`src/rtl/regfile_scoreboard.sv`:
```
// -----------------------------------------------------------------------------
// regfile_scoreboard
//   Integer register file with NRD combinational read ports, one write port,
//   optional same-cycle write-to-read forwarding, and a per-register pending
//   write counter. Issue reserves a destination register. Writeback writes the
//   data and, with wr_rel, releases one reservation. Decode stalls on rd_busy.
//
// Ports
//   clk        in   rising-edge clock
//   reset_n    in   asynchronous active-low reset
//   rd_addr    in   NRD*AW    read addresses, port i at [i*AW +: AW]
//   rd_data    out  NRD*XLEN  read data, port i at [i*XLEN +: XLEN]
//   rd_busy    out  NRD       register on port i has pending write(s)
//   wr_en      in   write strobe
//   wr_addr    in   write address
//   wr_data    in   write data
//   wr_rel     in   with wr_en: release one reservation on wr_addr
//   rsv_valid  in   issue requests a reservation
//   rsv_addr   in   register to reserve
//   rsv_ready  out  reservation can be accepted this cycle
//   flush      in   synchronous clear of all pending counters
//   sb_err     out  sticky: a release hit a non-pending register
// -----------------------------------------------------------------------------
module regfile_scoreboard #(
    parameter int XLEN     = 32,
    parameter int NREGS    = 32,
    parameter int NRD      = 2,
    parameter int BYPASS   = 1,
    parameter int ZERO_REG = 1,
    parameter int CNTW     = 2,
    localparam int AW      = (NREGS > 1) ? $clog2(NREGS) : 1
) (
    input  logic                clk,
    input  logic                reset_n,
    input  logic [NRD*AW-1:0]   rd_addr,
    output logic [NRD*XLEN-1:0] rd_data,
    output logic [NRD-1:0]      rd_busy,
    input  logic                wr_en,
    input  logic [AW-1:0]       wr_addr,
    input  logic [XLEN-1:0]     wr_data,
    input  logic                wr_rel,
    input  logic                rsv_valid,
    input  logic [AW-1:0]       rsv_addr,
    output logic                rsv_ready,
    input  logic                flush,
    output logic                sb_err
);

    localparam logic [CNTW-1:0] CNT_MAX  = {CNTW{1'b1}};
    localparam logic [CNTW-1:0] CNT_ONE  = CNTW'(1'b1);
    localparam logic [CNTW-1:0] CNT_ZERO = {CNTW{1'b0}};

    logic [XLEN-1:0] r_regs [NREGS];
    logic [CNTW-1:0] r_cnt  [NREGS];
    logic [CNTW-1:0] w_cnt_nxt [NREGS];
    logic            r_sb_err;

    logic            w_wr_ok;
    logic            w_rel;
    logic            w_acc;
    logic            w_same;
    logic            w_rsv_full;
    logic            w_rel_cnt_zero;
    logic [AW-1:0]   w_rd_a;

    // Address decodes at the boundary of the array (non-power-of-two NREGS)
    function automatic logic f_in_range(input logic [AW-1:0] a);
        return (32'(a) < 32'(NREGS));
    endfunction

    // Register 0 is hardwired when ZERO_REG is set
    function automatic logic f_is_zero(input logic [AW-1:0] a);
        return (ZERO_REG != 0) && (a == {AW{1'b0}});
    endfunction

    // Only tracked registers store data and carry a pending counter
    function automatic logic f_tracked(input logic [AW-1:0] a);
        return f_in_range(a) && !f_is_zero(a);
    endfunction

    assign w_wr_ok        = wr_en && f_tracked(wr_addr);
    assign w_rel          = w_wr_ok && wr_rel;
    assign w_rsv_full     = f_tracked(rsv_addr) && (r_cnt[rsv_addr] == CNT_MAX);
    // A release to the same register in this cycle frees the slot just in time
    assign rsv_ready      = !(w_rsv_full && !(w_rel && (wr_addr == rsv_addr)));
    assign w_acc          = rsv_valid && rsv_ready && f_tracked(rsv_addr);
    assign w_same         = w_acc && w_rel && (wr_addr == rsv_addr);
    assign w_rel_cnt_zero = w_rel && (r_cnt[wr_addr] == CNT_ZERO);
    assign sb_err         = r_sb_err;

    // Next-state of every pending counter; flush wins over accept/release
    always_comb begin
        for (int j = 0; j < NREGS; j++) begin
            w_cnt_nxt[j] = r_cnt[j];
            if (flush) begin
                w_cnt_nxt[j] = CNT_ZERO;
            end else if (w_same && (rsv_addr == AW'(j))) begin
                w_cnt_nxt[j] = r_cnt[j];
            end else if (w_acc && (rsv_addr == AW'(j))) begin
                w_cnt_nxt[j] = r_cnt[j] + CNT_ONE;
            end else if (w_rel && (wr_addr == AW'(j)) && (r_cnt[j] != CNT_ZERO)) begin
                w_cnt_nxt[j] = r_cnt[j] - CNT_ONE;
            end else begin
                w_cnt_nxt[j] = r_cnt[j];
            end
        end
    end

    // Pending counters
    always_ff @(posedge clk or negedge reset_n) begin
        if (!reset_n) begin
            for (int j = 0; j < NREGS; j++) begin
                r_cnt[j] <= CNT_ZERO;
            end
        end else begin
            for (int j = 0; j < NREGS; j++) begin
                r_cnt[j] <= w_cnt_nxt[j];
            end
        end
    end

    // Register storage; writes ignore flush and busy state
    always_ff @(posedge clk or negedge reset_n) begin
        if (!reset_n) begin
            for (int j = 0; j < NREGS; j++) begin
                r_regs[j] <= {XLEN{1'b0}};
            end
        end else if (w_wr_ok) begin
            r_regs[wr_addr] <= wr_data;
        end
    end

    // Sticky error: release of a register with nothing pending. A reservation
    // accepted on the same register in the same cycle covers the release.
    always_ff @(posedge clk or negedge reset_n) begin
        if (!reset_n) begin
            r_sb_err <= 1'b0;
        end else if (!flush && w_rel_cnt_zero && !w_same) begin
            r_sb_err <= 1'b1;
        end
    end

    // Read ports with optional forwarding of the in-flight write
    always_comb begin
        rd_data = {(NRD*XLEN){1'b0}};
        rd_busy = {NRD{1'b0}};
        w_rd_a  = {AW{1'b0}};
        for (int i = 0; i < NRD; i++) begin
            w_rd_a = rd_addr[i*AW +: AW];
            if (!f_tracked(w_rd_a)) begin
                rd_data[i*XLEN +: XLEN] = {XLEN{1'b0}};
                rd_busy[i]              = 1'b0;
            end else begin
                if ((BYPASS != 0) && w_wr_ok && (wr_addr == w_rd_a)) begin
                    rd_data[i*XLEN +: XLEN] = wr_data;
                end else begin
                    rd_data[i*XLEN +: XLEN] = r_regs[w_rd_a];
                end
                // The last outstanding write completing now clears busy early
                if ((BYPASS != 0) && w_rel && (wr_addr == w_rd_a) &&
                    (r_cnt[w_rd_a] == CNT_ONE)) begin
                    rd_busy[i] = 1'b0;
                end else begin
                    rd_busy[i] = (r_cnt[w_rd_a] != CNT_ZERO);
                end
            end
        end
    end

endmodule

```
`config.mk`:
```
export PLATFORM = sky130hd
export DESIGN_NAME = regfile_scoreboard
export DESIGN_NICKNAME = d
export VERILOG_FILES = /design/src/rtl/regfile_scoreboard.sv
export SDC_FILE = /design/constraint.sdc
export NUM_CORES = 2
export LEC_CHECK = 0
export ABC_CLOCK_PERIOD_IN_PS = 4300
export CORE_MARGIN = 2
export CORE_UTILIZATION = 35
export DETAILED_ROUTE_END_ITERATION = 16
export GPL_TIMING_DRIVEN = 0
export PLACE_DENSITY = 0.51
export SLEW_MARGIN = 20
export SYNTH_ARGS = -nofsm -noshare
export SYNTH_HDL_FRONTEND = slang
export SYNTH_SLANG_ARGS = --single-unit
```
`constraint.sdc`:
```
create_clock -name clk -period 4.3 [get_ports clk]
set_input_delay 1.075 -clock clk [delete_from_list [all_inputs] [get_ports clk]]
set_output_delay 1.075 -clock clk [all_outputs]
set_load 0.05 [all_outputs]
```
======== Word-level counts from Yosys, hierarchy flattened ========
Cells that the tools add are included.
W data, S select, Z words.
word-level totals
  register bits ........................... 1089
  output and inout bits ................... 68
  logic and storage cells ................. 651
operators by class
  add/sub/neg operators ................... 64
  order comparisons ....................... 5
  equality and inequality tests ........... 100
  mux-type cells .......................... 157
  bitwise gates (word level) .............. 4
  reduce and logical (&&, ||, !) cells .... 256
operators by type and width
  cell                   number
  $bwmux W1024           1
  $bmux W32 S5           2
  $mux W32               9
  $mux W2                136
  $demux W32 S5          1
  $eq A5 B5 Y1 const B   32
  $logic_and A1 B1 Y1    147
  $reduce_bool A3 Y1     32
  $eq A5 B4 Y1 const B   16
  $reduce_bool A2 Y1     34
  $add A2 B1 Y2 const B  32
  $ne A2 B2 Y1 const B   32
  $reduce_and A2 Y1      32
  $sub A2 B1 Y2 const B  32
  $bmux W2 S5            4
  $eq A5 B3 Y1 const B   8
  $ge A6 B6 Y1 const B   4
  $not A5 Y6             4
  $eq A5 B2 Y1 const B   4
  $logic_not A5 Y1       4
  $eq A5 B5 Y1           3
  $eq A5 B1 Y1 const B   2
  $logic_not A1 Y1       6
  $lt A6 B1 Y1 const B   1
  4 further kinds        8

======== Longest topological paths before layout ========
  depth in word-level cells ............... 15
  mapped depth ............................ 12
  depth with buffers taken out ............ 8

======== Worst setup path after synthesis ========
OpenSTA, ideal clock, no wires.
  path kind ............................... input to output
  start point ............................. input port rd_addr[0]
  end point ............................... output port rd_data[10]
  arrival ................................. 3.889 ns
  required time ........................... 3.225 ns
  setup slack ............................. -0.664 ns
  stages .................................. 11
  buffers on the path ..................... 6
  cells stage by stage .................... clkbuf_1 -> buf_2 -> buf_2 -> buf_2 -> xor2_1 -> nor3_1 -> nand4_1 -> buf_2 -> buf_2 -> nor2_1 -> a211oi_1
on the way
  longest elaborated chain between the ends .. 6
  elaborated cells between the ends (all ways) .. 9
  classes of those cells .................. eq/ne: 1; mux: 5; bitwise: 1; reduce/logical: 2
RTL lines
  element                                       line  text
  start, declared                               35    input logic [NRD*AW-1:0] rd_addr,
  $not A5 Y6 (not written as such)              157   rd_data[i*XLEN +: XLEN] = r_regs[w_rd_a];
  $bmux W32 S5                                  157
  $mux W32 (not written as such) (2 in series)  157
  $mux W32                                      154   if ((BYPASS != 0) && w_wr_ok && (wr_addr == w_rd_a)) begin
  $mux W32 *                                    150   if (!f_tracked(w_rd_a)) begin
  end, declared                                 36    output logic [NRD*XLEN-1:0] rd_data,
Every way passes the cells marked *; elsewhere a longest branch is shown, timed or not. The select of a mux whose other input is x is not followed.

======== Worst setup path in the final report ========
  start point ............................. input port rd_addr[0]
  end point ............................... output port rd_data[13]
The elaborated chain is that of the path after synthesis.

==> impl_metrics.json <==
{
  "status": "complete, but fails checks",
  "violations": "negative setup slack",
  "drt.antenna.violating_nets": 0,
  "portBuffers": 111,
  "power_mw": 33.1,
  "critPathSlowestCell": "mux4_2",
  "die_h_um": 422,
  "drcViolationCount": 0,
  "syn_area_um2": 61200,
  "die_x_um": 422,
  "final_core_util_pct": 43.7,
  "syn_inst": 4344,
  "synth_nets": 4402,
  "yosys.area_share.simple_pct": 5.02,
  "post-route-min-period_ns": 4.54,
  "fill_cells": 15800,
  "ir_worst_vdd_mv": 0.315,
  "wirelength_um": 281000,
  "ys_types": 70,
  "drive_above_1_share_pct": 50.8,
  "worst_pin_slew_ns": 1.32,
  "max_cap_violations": 0,
  "avgSynthCellArea_um2": 14.1,
  "antenna_found_initial": 14,
  "layout_setup_ws_ns": -0.240,
  "vias": 45400,
  "io_pins": 126,
  "wl_per_cell_um": 39.3,
  "core-area_um2": 174000,
  "synth_top_family_by_area": "multiplexers",
  "synth_commonest_cells": "dfrtp_1 (1089), mux2_2 (898), mux4_2 (653)",
  "die-area_um2": 178000,
  "yosysTopAreaCell": "dfrtp_1",
  "power_density_nw_per_um2": 435,
  "skew_ns": 0.0177,
  "synth_ff_type": "dfrtp_1",
  "htreeDepth": 3,
  "dr.pass1.iters": 5,
  "cp_max_fo": 10,
  "synthAdderAreaFrac_pct": 0,
  "crit_path_end_kind": "primary output",
  "hp-class": "in2async",
  "setup_violations": 66,
  "grt_overflow": 0,
  "cp_cell_sequence": "clkbuf_16, buf_16, buf_16, buf_16, mux4_2, mux2i_1, mux4_2, a211oi_4, buf_6",
  "crit_arrival_ns": 3.47,
  "r2r_start": "r_cnt[16]",
  "dp_hpwl_um": 192000,
  "postCtsHoldBufs": 0,
  "multiInputGateArea_um2": 33500,
  "drt_iter0_markers": 5395,
  "critical_path_required_ns": 3.22,
  "final_nets": 4803,
  "rows": 153,
  "grt_pass1_wl_um": 383000,
  "synth_area_leaders": "dfrtp_1 (45%), mux4_2 (24%), mux2_2 (17%)",
  "path_class": "in2out",
  "grt_pass1_vias": 45100,
  "r2r_slack_ns": 0.98,
  "critPathBufInv": 5,
  "synth-async-reset-ratio_pct": 100,
  "crit_family": "multiplexers",
  "path_clk_slew_ns": 0.06,
  "yosysMostFrequentCell": "dfrtp_1",
  "period_share_pct": 106,
  "synth.area.mux_share_pct": 42.3,
  "grt_max_degree": 143,
  "cts_tree": "done",
  "ys_seq_area_share_pct": 44.5,
  "fmax_mhz": 220,
  "track_usage_pct": 31.1,
  "p_leak_nw": 31.3,
  "synth_xor_area_share_pct": 0.544,
  "synth_top_area_share_pct": 44.5,
  "ys_ff_latch": 1089,
  "relSlewSlack_pct": 11.5,
  "clk_root_buffer_cell": "clkbuf_16",
  "initial_core_util_pct": 35.2,
  "finalMaxSlewViolations": 0,
  "reg2regPathDepth": 12,
  "critPathLaunchType": "input pin",
  "synth-compound-area-share_pct": 3.92,
  "r2r-end": "r_cnt[24]",
  "cts_inserted_buffers": 121,
  "cts_max_path_buffers": 3,
  "hold_viol_final": 0,
  "clk_latency_ns": 0.77,
  "syn_to_final_growth_pct": 24.3,
  "synth_edf_count": 0,
  "cpPeakStageDelay_ns": 0.51,
  "cpMostUsedCell": "buf_16",
  "cts_sinks": 1089,
  "seq_area_um2": 27300,
  "vias_per_cell": 6.33,
  "gp_congestion": 0.957,
  "rsz0062_at_grt": "yes",
  "yosysWarnings": 0
}
[worst max-delay path by stage]
| stage | slack, ns | endpoint | startpoint | cells after the start |
|---|---|---|---|---|
| floorplan | -0.11 | rd_data[10] | rd_addr[0] | 8 |
| global placement | -50.46 | r_regs[113] | reset_n | 1 |
| detailed placement | -2.80 | rd_data[45] | rd_addr[5] | 11 |
| CTS | -0.18 | rd_data[26] | rd_addr[0] | 12 |
| global route | -0.19 | rd_data[25] | rd_addr[0] | 10 |
| finish | -0.24 | rd_data[13] | rd_addr[0] | 9 |
[placed cells by master, fill, tap and decap left out, drive strengths merged, types with 77 or more instances in the layout]
cell type and n:
dfrtp 1089, nor2 133, clkbuf 481, nand2 352
buf 442, a211oi 137, mux2i 106, mux2 900
a21oi 77, mux4 653
[through the flow]
stage | setup WS (ns) | hold WS, ns | instance area, um2 | std cells | TNS [ns]
after floorplan | -0.114 | 0.441 | 62000 | 4344 | -3.27
after detailed placement | -2.80 | 0.463 | 67000 | 6817 | -275.97
after CTS | -0.179 | 0.231 | 75000 | 7114 | -6.11
final | -0.240 | 0.230 | 76000 | 7167 | -7.69
after global placement | -50.46 | 0.453 | 66000 | 6780 | -
after global routing | -0.195 | 0.280 | 76000 | 7162 | -7.98
[sequential cells by signal (all words and copies together), names as in the netlist]
signal and cells:
r_regs 1024, r_cnt 64, sb_err 1
[cells by family (layout without fill, tap and decap cells)]
group           after synthesis  in the layout
other cells                   0              7
compound gates              340            340
simple gates                686            686
flops                      1089           1089
mux                        1659           1659
xor+xnor                     38             38
buf+inv                     532           1023
[routing by layer]
metal / global-route usage (%) / share of wire, % / vias to the layer above / routed length [um]
li1: - / - / 17400 / -
met1: 38.5 / 37 / 24400 / 103000
met2: 47.8 / 45 / 2644 / 128000
met3: 9.01 / 10 / 886 / 28100
met4: 20.0 / 7.9 / 10 / 22100
met5: 0 / 0.022 / - / 61
[area by class of cell]
type                    instances  share of cell area [%]
clock inverters                36                   0.576
flip-flops and latches       1089                    35.8
plain buffers                 506                    5.94
repair buffers                281                    4.96
multi-input cells            2723                    44.1
clock buffers                 177                    4.66
inverters                      23                   0.120
diodes                          7                  0.0230
well taps                    2325                    3.83
[repair_timing]
| action | 4_1_cts | 5_1_grt |
|---|---|---|
| setup endpoints to repair | 67 | 67 |
| cloned | 14 | 3 |
| gates resized for setup | 1171 | 133 |
| pin swaps | 48 | 39 |
| setup buffers | 70 | 49 |
[power by group]
group	switching, mW	total (mW)	leakage, nW	internal, mW
logic	4.19	8.88	15.3	4.69
registers	1.35	13.4	14.0	12.1
clock network	4.62	10.8	1.97	6.18
total	10.2	33.1	31.3	22.9
No activity file was read; power rests on OpenSTA's default activity.
